`src/rtl/tpu_dma_engine.sv`:
```
// DMA responder: moves blocks between the host stream and the unified buffer.
// Loads write UB one beat per handshake; stores read UB through a 2-entry FIFO.
module tpu_dma_engine #(
   parameter int UB_AW = 8,
   parameter int DW    = 32
) (
   input  logic             clk,
   input  logic             rst_n,
   input  logic             dma_start,
   input  logic             dma_dir,
   input  logic [UB_AW-1:0] dma_ub_addr,
   input  logic [15:0]      dma_length,
   input  logic [1:0]       dma_elem_sz,
   output logic             dma_busy,
   output logic             dma_done,
   output logic             dma_err,
   input  logic [DW-1:0]    h_in_data,
   input  logic             h_in_valid,
   output logic             h_in_ready,
   output logic [DW-1:0]    h_out_data,
   output logic             h_out_valid,
   input  logic             h_out_ready,
   output logic             ub_wr_en,
   output logic [UB_AW-1:0] ub_wr_addr,
   output logic [DW-1:0]    ub_wr_data,
   output logic             ub_rd_en,
   output logic [UB_AW-1:0] ub_rd_addr,
   input  logic [DW-1:0]    ub_rd_data
);

   typedef enum logic [1:0] {IDLE, LOAD, STORE, DONE} state_t;

   state_t           state, state_nx;
   logic [17:0]      bytes_w;
   logic [15:0]      beats_c;
   logic [15:0]      beats_q;
   logic [15:0]      cnt_q;
   logic [15:0]      ocnt_q;
   logic [UB_AW-1:0] addr_q;
   logic [DW-1:0]    fifo_q [2];
   logic [1:0]       fcnt_q;
   logic             wp_q;
   logic             rp_q;
   logic             rd_pend_q;
   logic [2:0]       occ;
   logic             start_ok;
   logic             start_bad;
   logic             hs_in;
   logic             hs_out;
   logic             push;
   logic             pop_f;
   logic             rd_go;
   logic             last_out;

   assign bytes_w   = ({2'b00, dma_length} << dma_elem_sz) + 18'd3;
   assign beats_c   = 16'(bytes_w >> 2);
   assign start_ok  = (state == IDLE) && dma_start && (dma_elem_sz != 2'b11);
   assign start_bad = (state == IDLE) && dma_start && (dma_elem_sz == 2'b11);

   assign dma_busy   = (state != IDLE);
   assign dma_done   = (state == DONE);
   assign h_in_ready = (state == LOAD) && (cnt_q < beats_q);
   assign hs_in      = h_in_valid & h_in_ready;

   // Empty FIFO passes returning read data straight through to the host.
   assign h_out_valid = (fcnt_q != 2'd0) || rd_pend_q;
   assign h_out_data  = (fcnt_q != 2'd0) ? fifo_q[rp_q] :
                        (rd_pend_q ? ub_rd_data : '0);
   assign hs_out   = h_out_valid & h_out_ready;
   assign pop_f    = hs_out & (fcnt_q != 2'd0);
   assign push     = rd_pend_q & ~((fcnt_q == 2'd0) & hs_out);
   assign occ      = {1'b0, fcnt_q} + {2'b00, rd_pend_q} - {2'b00, hs_out};
   assign rd_go    = (state == STORE) && (cnt_q < beats_q) && (occ < 3'd2);
   assign last_out = hs_out && (ocnt_q == beats_q - 16'd1);

   assign ub_rd_en   = rd_go;
   assign ub_rd_addr = addr_q;

   always_comb begin
      state_nx = state;
      unique case (state)
         IDLE: begin
            if (start_ok) begin
               if (beats_c == 16'd0) state_nx = DONE;
               else if (dma_dir)     state_nx = STORE;
               else                  state_nx = LOAD;
            end
         end
         LOAD:  if (cnt_q == beats_q) state_nx = DONE;
         STORE: if (last_out) state_nx = DONE;
         DONE:  state_nx = IDLE;
      endcase
   end

   always_ff @(posedge clk or negedge rst_n) begin
      if (!rst_n) begin
         state      <= IDLE;
         beats_q    <= '0;
         cnt_q      <= '0;
         ocnt_q     <= '0;
         addr_q     <= '0;
         fifo_q[0]  <= '0;
         fifo_q[1]  <= '0;
         fcnt_q     <= '0;
         wp_q       <= 1'b0;
         rp_q       <= 1'b0;
         rd_pend_q  <= 1'b0;
         dma_err    <= 1'b0;
         ub_wr_en   <= 1'b0;
         ub_wr_addr <= '0;
         ub_wr_data <= '0;
      end else begin
         state     <= state_nx;
         dma_err   <= start_bad;
         ub_wr_en  <= hs_in;
         rd_pend_q <= rd_go;
         if (start_ok) begin
            beats_q <= beats_c;
            addr_q  <= dma_ub_addr;
            cnt_q   <= '0;
            ocnt_q  <= '0;
            fcnt_q  <= '0;
            wp_q    <= 1'b0;
            rp_q    <= 1'b0;
         end else begin
            if (hs_in) begin
               ub_wr_addr <= addr_q;
               ub_wr_data <= h_in_data;
               addr_q     <= addr_q + 1'b1;
               cnt_q      <= cnt_q + 16'd1;
            end else if (rd_go) begin
               addr_q <= addr_q + 1'b1;
               cnt_q  <= cnt_q + 16'd1;
            end
            if (push) begin
               fifo_q[wp_q] <= ub_rd_data;
               wp_q         <= ~wp_q;
            end
            if (pop_f) rp_q <= ~rp_q;
            fcnt_q <= fcnt_q + {1'b0, push} - {1'b0, pop_f};
            if (hs_out) ocnt_q <= ocnt_q + 16'd1;
         end
      end
   end

endmodule

```
`config.mk`:
```
export PLATFORM = sky130hd
export DESIGN_NAME = tpu_dma_engine
export DESIGN_NICKNAME = d
export VERILOG_FILES = /design/src/rtl/tpu_dma_engine.sv
export SDC_FILE = /design/constraint.sdc
export NUM_CORES = 1
export LEC_CHECK = 0
export ABC_AREA = 1
export CORE_UTILIZATION = 45
export CTS_CLUSTER_DIAMETER = 120
export DETAILED_ROUTE_END_ITERATION = 8
export PLACE_DENSITY = 0.81
export SETUP_SLACK_MARGIN = 0.4
export SLEW_MARGIN = 20
export SYNTH_ARGS = -nofsm -noshare
export SYNTH_HDL_FRONTEND = slang
export SYNTH_SLANG_ARGS = --single-unit
```
`constraint.sdc`:
```
create_clock -name clk -period 7.8 [get_ports clk]
set_clock_uncertainty 0.15 [all_clocks]
set_input_delay 1.56 -clock clk [delete_from_list [all_inputs] [get_ports clk]]
set_output_delay 1.56 -clock clk [all_outputs]
set_load 0.005 [all_outputs]
```
**Yosys cells after proc, flatten, opt, wreduce, memory -nomap -nowiden**

Index checks and enable logic that the tools add are counted.

- $add $sub $neg: 9
- Multiply operators: 0
- Divide/modulo/power cells: 0
- Order comparisons: 5
- Equality and inequality tests: 10
- Shift-type cells: 1
- Muxes and demuxes: 27
- Bitwise gates (word level): 11
- Reduce and logical (&&, ||, !) cells: 21

Operator list:

| kind | number |
|---|---|
| $mux W32 | 6 |
| $mux W16 | 5 |
| $bwmux W64 | 1 |
| $add A16 B1 Y16 const B | 2 |
| $demux W32 S1 | 1 |
| $eq A16 B16 Y1 | 2 |
| $mux W8 | 3 |
| $add A18 B2 Y18 const B | 1 |
| $shl A16 B2 Y18 | 1 |
| $logic_not A16 Y1 | 1 |
| $lt A16 B16 Y1 | 1 |
| $sub A16 B1 Y16 const B | 1 |
| $mux W2 | 6 |
| $reduce_bool A2 Y1 | 5 |
| $add A8 B1 Y8 const B | 1 |
| $logic_and A1 B1 Y1 | 8 |
| $pmux W2 S4 | 1 |
| $eq A2 B2 Y1 const B | 3 |
| $ne A2 B2 Y1 const B | 3 |
| $and A1 B1 Y1 | 5 |
| $ge A2 B2 Y1 const B | 2 |
| $logic_not A2 Y1 | 2 |
| $mux W1 | 4 |
| $not A1 Y1 | 4 |
| other kinds (13) | 15 |

- Register bits after elaboration: 169
- Bits in latches: 0
- RAM bits: 0
- Memory bits (read-only): 0
- Output and inout bits: 87
- Memories: 0

**Logic depth before layout (Yosys ltp)**

Gate-level depths: netlist of the first run.

- Depth in word-level cells: 9
- Mapped depth: 18
- Mapped depth without buffers: 17

**Worst setup path before layout of the first run**

No wires, ideal clock.

- Path kind: input to output
- From: input h_out_ready
- To: output ub_rd_en
- Data arrival time: 3.157 ns
- Required time: 6.090 ns
- Path slack: 2.933 ns
- Stages on the path: 9
- Buffers on the path: 0
- Cells stage by stage: nand2_2 -> inv_1 -> ha_1 -> or2_2 -> fa_1 -> o211ai_1 -> a21oi_1 -> nand3_1 -> inv_1

- Word-level cells in the longest chain between the ends: 4

Ends and longest elaborated chain:

| element | RTL line | source |
|---|---|---|
| start, declared | 22 | `input logic h_out_ready,` |
| $and A1 B1 Y1 | 69 | `assign hs_out = h_out_valid & h_out_ready;` |
| $sub A3 B1 Y3 | 72 | `assign occ = {1'b0, fcnt_q} + {2'b00, rd_pend_q} - {2'b00, hs_out};` |
| $lt A3 B2 Y1 | 73 | `assign rd_go = (state == STORE) && (cnt_q < beats_q) && (occ < 3'd2);` |
| $logic_and A1 B1 Y1 | 73 |  |
| end, declared | 26 | `output logic ub_rd_en,` |

No other way between the ends.

**Worst setup path in the final report of the first run**

Same ends and word-level chain as after synthesis.

==> results of run 1 <==
stage by stage:
stage | hold WS [ps] | setup WS [ps] | cell area, um2 | util (%) | instances
finish | 332 | 1720 | 12500 | 57.5 | 1787
global placement | 310 | 1820 | 11900 | 54.7 | 1755
CTS | 335 | 1720 | 12500 | 57.4 | 1787
global route | 344 | 1500 | 12500 | 57.5 | 1787
floorplan | 298 | 2930 | 9980 | - | 1353
detailed placement | 317 | 1740 | 11900 | 54.7 | 1755
cell type report:
type | instances | area share [%]
flip-flops and latches | 169 | 33.8
clock inverters | 15 | 1.26
clock buffers | 17 | 3.40
inverters | 142 | 4.30
repair buffers | 188 | 14.9
multi-input cells | 976 | 39.5
well taps | 280 | 2.80
sequential cells by signal, indices dropped and copies added, names as in the netlist:
signal,flops
ub_rd_addr,8
beats_q,16
ub_wr_addr,8
dma_err,1
rd_pend_q,1
rp_q,1
fifo_q,64
cnt_q,16
ub_wr_en,1
state,2
ocnt_q,16
ub_wr_data,32
wp_q,1
fcnt_q,2
cell families after synthesis:
family / Yosys count / synth area share (%)
flops: 169 / 42.4
compound gates: 268 / 15.0
xor+xnor: 37 / 3.38
buf+inv: 208 / 8.53
fa+ha+maj: 29 / 3.71
simple gates: 642 / 27.0
report_power, final:
part	internal, W	switching [W]	total (W)
registers	0.00125	0.000256	0.00151
logic	0.00103	0.00116	0.00219
clock network	0.000427	0.000395	0.000822
total	0.00271	0.00181	0.00452
Yosys cell counts (8+ instances only):
cell type / count
nand2_1: 382
o21ai_0: 176
dfrtp_1: 169
inv_1: 135
nor2_1: 113
nand3_1: 87
clkbuf_1: 44
a21oi_1: 39
o32ai_1: 32
ha_1: 28
xor2_1: 27
nor3_1: 16
nand2_2: 10
xnor2_1: 9
buf_2: 8
nor2_2: 8
worst min path at each step:
stage | from | slack (ps) | end
2_1_floorplan | fifo_q[0] | 300 | fifo_q[0]
3_3_place_gp | fifo_q[19] | 310 | fifo_q[19]
3_5_place_dp | fifo_q[2] | 320 | fifo_q[2]
4_1_cts | fifo_q[2] | 340 | fifo_q[2]
6_report | fifo_q[5] | 330 | fifo_q[5]
5_1_grt | fifo_q[2] | 340 | fifo_q[2]
metal layers:
layer	part of all wire (%)	GRT usage (%)	vias to the layer above
li1	-	-	4696
met5	0	0	-
met2	45	34.8	266
met1	46	29.6	4187
met3	7.3	5.75	21
met4	1.2	5.80	0
worst register-to-register path, cell delays in order (launching register included):
cell	delay, ps
dfrtp_1	470
inv_1	100
ha_1	320
a21oi_1	140
nand3b_1	120
a21oi_1	60
a211oi_1	430
nand2_1	150
nor2_2	210
nand2_2	430
nor2_4	930
a21oi_1	210
==> flow_metrics.py, run 1 <==
metrics = {
    "status": {
        "status": "finished, final reports clean",
    },
    "power": {
        "p_total_w": 0.00452,
        "vdd.ir_drop.worst_mv": 0.192,
        "power.density_nw_per_um2": 361,
        "leakagePower_nw": 5.85,
    },
    "detailed_routing": {
        "first_iter_violations": 485,
        "wire_per_inst_um": 13.4,
        "drc": 0,
        "wirelength_um": 24000,
        "antenna_left": 0,
        "viasPerCell": 5.13,
        "dr.pass1.iters": 7,
        "dr_total_vias": 9170,
    },
    "yosys": {
        "yosys_warnings": 0,
        "yosysTopAreaCellShare_pct": 42.4,
        "async_flop_share_pct": 100,
        "ys_seq_area_share_pct": 42.4,
        "syn_nets": 1478,
        "syn_area_um2": 9980,
        "synthTopCellsByArea": "dfrtp_1, nand2_1, o21ai_0, inv_1, nand3_1",
        "synth_edf_count": 0,
        "synthCells": 1353,
        "yosysUniqueCellTypes": 41,
        "synth_area_leader_cell": "dfrtp_1",
        "synth_area_per_cell_um2": 7.38,
        "synthFlopType": "dfrtp_1",
        "ys_seq_elements": 169,
    },
    "clocking": {
        "numCtsBuffers": 17,
        "clock_path_buffers": 2,
        "clk_pin_slew_ps": 60,
        "cts_max_level": 4,
        "cts-root-buf": "clkbuf_16",
        "clock-sinks": 169,
        "post-cts-setup-buffers": 0,
        "cts_tree": "done",
        "worstSkewPairLatency_ps": 430,
        "post_cts_resized": 0,
        "holdBufCountCts": 0,
    },
    "setup_path": {
        "arrival_ps": 4370,
        "path_cells": "clkdlybuf4s50_1 -> nand2_2 -> inv_1 -> ha_1 -> or2_2 -> fa_1 -> o211ai_1 -> a21oi_1 -> nand3_1 -> inv_1 -> clkdlybuf4s50_1",
        "rrSetupSlack_ps": 3910,
        "r2r-end": "ub_wr_addr[1]",
        "path_class": "input port to output port",
        "slowest_delay_ps": 550,
        "critPathTopFamily": "buffers and inverters",
        "crit_start": "h_out_ready",
        "critPathMaxFanout": 9,
        "r2r_cells": 11,
        "critPathRequiredTime_ps": 6090,
        "crit_cells": 11,
        "cp-endpoint": "ub_rd_en",
        "r2r-start": "beats_q[9]",
        "slowest_stage": "clkdlybuf4s50_1",
        "cp-end-kind": "output port",
        "worstSetupStartpointType": "input port",
        "critPathBufInv": 4,
    },
    "layout": {
        "drive_gt1_share_pct": 5.24,
        "nFillCells": 1955,
        "multiInputGateArea_um2": 4940,
        "area_delta_synth_final_pct": 25.3,
        "nNetsFinal": 1619,
        "antenna_cells": 0,
        "final_cell_mix": "nand2_1, clkdlybuf4s50_1, o21ai_0, dfrtp_1, inv_1",
        "register_area_um2": 4230,
        "layout_commonest_cell": "nand2_1",
    },
    "timing": {
        "fin_tns_setup_ps": 0,
        "drv_slew": 0,
        "setup_viol": 0,
        "relSlewSlack_pct": 30.0,
        "final.period_utilization_pct": 77.9,
        "tightest_slew_ps": 1050,
        "fmax_mhz": 165,
        "layout_min_cycle_time_ps": 6080,
        "hold_viol": 0,
        "rsz0062_at_grt": "no",
    },
    "floorplan": {
        "io_pins": 183,
        "design.die.area_um2": 22800,
        "fp.dieH_um": 151,
        "core-area_um2": 21800,
        "die_x_um": 151,
        "start_util_pct": 45.9,
        "rows": 54,
    },
    "placement": {
        "port_buffers": 182,
        "gp_congestion": 0.841,
        "hpwl_um": 16600,
    },
    "global_route": {
        "grt_max_degree": 95,
        "grt_pass1_vias": 8722,
        "grt.overflow.total": 0,
        "grt_pass1_wl_um": 40400,
        "grtUsageTotal_pct": 21.9,
        "antenna_found_initial": 0,
    },
    "hold_path": {
        "min_path_cells": 2,
        "worstHoldPathType": "register to register",
    },
    "job": {
        "maxCapViolCount": 0,
    },
}
(Power assumes the default switching activity.)
==> run 2: changes to the inputs <==
--- a/config.mk
+++ b/config.mk
@@ -9,7 +9,7 @@
 export CORE_UTILIZATION = 45
 export CTS_CLUSTER_DIAMETER = 120
 export DETAILED_ROUTE_END_ITERATION = 8
-export PLACE_DENSITY = 0.81
+export PLACE_DENSITY = 0.84
 export SETUP_SLACK_MARGIN = 0.4
 export SLEW_MARGIN = 20
 export SYNTH_ARGS = -nofsm -noshare
==> constraint.sdc (replaced) <==
create_clock -name clk -period 5.5 [get_ports clk]
set_clock_uncertainty 0.15 [all_clocks]
set_input_delay 1.1 -clock clk [delete_from_list [all_inputs] [get_ports clk]]
set_output_delay 1.1 -clock clk [all_outputs]
set_load 0.005 [all_outputs]
==> run 2 against run 1 <==
Core utilization grew 0.45 points. Non-clock buffer count grew 9. Via count grew 4.1%. Combinational power grew 44%. Sequential share of layout area shrank 0.26 points. Worst setup slack lost 1100 ps. Cell count grew 0.50%. Sequential cell count is the same. Clock-buffer cell count is the same.
==> flow_metrics.py, run 2 (synthesis results as in run 1) <==
metrics = {
    "timing": {
        "fin_tns_setup_ps": 0,
        "tightest_slew_ps": 938,
        "relSlewSlack_pct": 37.4,
        "layout_min_cycle_time_ps": 4840,
        "setup_viol": 0,
        "hold_viol": 0,
        "fmax_mhz": 207,
        "rsz0062_at_grt": "no",
        "drv_slew": 0,
        "final.period_utilization_pct": 88.0,
    },
    "hold_path": {
        "hold_end": "fifo_q[10]",
        "worstHoldPathType": "register to register",
        "min_path_cells": 2,
        "worstHoldStart": "fifo_q[10]",
    },
    "layout": {
        "largestRegisters": "fifo_q (64), ub_wr_data (32)",
        "nNetsFinal": 1628,
        "final_cell_mix": "nand2_1, clkdlybuf4s50_1, o21ai_0, dfrtp_1, inv_1",
        "multiInputGateArea_um2": 4930,
        "area_delta_synth_final_pct": 26.2,
        "fin_cells": 1796,
        "nFillCells": 1980,
        "drive_gt1_share_pct": 5.80,
        "fin_util_pct": 57.9,
        "largest_register_ffs": 64,
        "layout_commonest_cell": "nand2_1",
        "top_register": "fifo_q",
        "antenna_cells": 0,
        "register_area_um2": 4230,
    },
    "power": {
        "power.density_nw_per_um2": 516,
        "vdd.ir_drop.worst_mv": 0.272,
        "leakagePower_nw": 5.92,
    },
    "clocking": {
        "numCtsBuffers": 17,
        "cts_tree": "done",
        "clock_path_buffers": 2,
        "cts-root-buf": "clkbuf_16",
        "holdBufCountCts": 0,
        "worstSkewPairLatency_ps": 430,
        "post-cts-setup-buffers": 0,
        "cts_max_level": 4,
        "post_cts_resized": 2,
        "clock-sinks": 169,
        "clk_pin_slew_ps": 70,
    },
    "global_route": {
        "grtUsageTotal_pct": 22.4,
        "grt_pass1_wl_um": 41000,
        "grt_max_degree": 86,
        "grt.overflow.total": 0,
        "antenna_found_initial": 0,
        "grt_pass1_vias": 8881,
    },
    "detailed_routing": {
        "dr.pass1.iters": 5,
        "first_iter_violations": 592,
        "drc": 0,
        "antenna_left": 0,
        "wirelength_um": 24900,
        "dr_total_vias": 9543,
        "viasPerCell": 5.31,
        "wire_per_inst_um": 13.9,
    },
    "setup_path": {
        "critPathRequiredTime_ps": 4250,
        "r2r-end": "cnt_q[3]",
        "arrival_ps": 3590,
        "r2r_cells": 15,
        "rrSetupSlack_ps": 2060,
        "path_class": "input port to output port",
        "critPathMaxFanout": 9,
        "r2r-start": "fcnt_q[1]",
        "worstSetupStartpointType": "input port",
        "cp-end-kind": "output port",
    },
    "placement": {
        "post-place-cells": 1763,
        "gp_congestion": 0.880,
        "hpwl_um": 17400,
        "port_buffers": 182,
    },
    "status": {
        "status": "finished, final reports clean",
    },
    "floorplan": {
        "core-area_um2": 21800,
        "rows": 54,
        "start_util_pct": 45.9,
        "fp.dieH_um": 151,
        "design.die.area_um2": 22800,
        "io_pins": 183,
        "die_x_um": 151,
    },
    "job": {
        "maxCapViolCount": 0,
    },
}
run 2: how the worst max path moves through the flow:
stage,startpoint,end,slack (ps),depth (start not counted)
floorplan,h_out_ready,ub_rd_en,1550,9
global placement,h_out_ready,ub_rd_en,440,11
global route,h_out_ready,ub_rd_en,530,11
finish,h_out_ready,ub_rd_en,660,11
CTS,h_out_ready,ub_rd_en,660,11
detailed placement,h_out_ready,ub_rd_en,370,11
run 2: worst max-delay path: stages:
cell and delay (ps):
clkdlybuf4s50_1 530, nand2_4 110, inv_1 90, ha_1 220, or2_2 300, fa_1 490, o211ai_1 90, a21oi_1 160
nand3_1 120, inv_1 110, dlygate4sd2_1 270
run 2: final cells by class:
class / count / share of cell area, %
Clock inverter: 15 / 1.40
Timing Repair Buffer: 197 / 15.5
Inverter: 142 / 4.27
Sequential cell: 169 / 33.6
Multi-Input combinational cell: 976 / 39.1
Clock buffer: 17 / 3.38
Tap cell: 280 / 2.78
run 2: where the power goes:
| part | internal (W) | total (W) | switching, W |
|---|---|---|---|
| combinational | 0.00149 | 0.00315 | 0.00167 |
| sequential | 0.00177 | 0.00215 | 0.000379 |
| clock | 0.000617 | 0.00120 | 0.000582 |
| total | 0.00387 | 0.00650 | 0.00263 |
run 2: metal layers:
metal	up-vias	routed length, um	global-route usage (%)	part of all wire (%)
met5	-	0	0	0
met4	0	499	8.30	2.0
met3	48	2200	7.17	8.8
met2	339	11500	36.2	46
met1	4436	10700	28.0	43
li1	4720	-	-	-
run 2: through the flow:
step           worst slack (ps)  instance area, um2  power, W  hold slack (ps)
5_1_grt                     528               12600   0.00706              353
2_1_floorplan              1550                9980   0.00394              298
3_5_place_dp                366               12000   0.00530              319
6_report                    660               12600   0.00650              335
3_3_place_gp                438               12000   0.00516              312
4_1_cts                     660               12600   0.00653              336
==> run 3: changes to the inputs <==
--- a/config.mk
+++ b/config.mk
@@ -7,7 +7,6 @@
 export LEC_CHECK = 0
 export ABC_AREA = 1
 export CORE_UTILIZATION = 45
-export CTS_CLUSTER_DIAMETER = 120
 export DETAILED_ROUTE_END_ITERATION = 8
 export PLACE_DENSITY = 0.84
 export SETUP_SLACK_MARGIN = 0.4
==> results of run 3 <==
No change in the layout: final DEF, timing and power equal those of run 2.
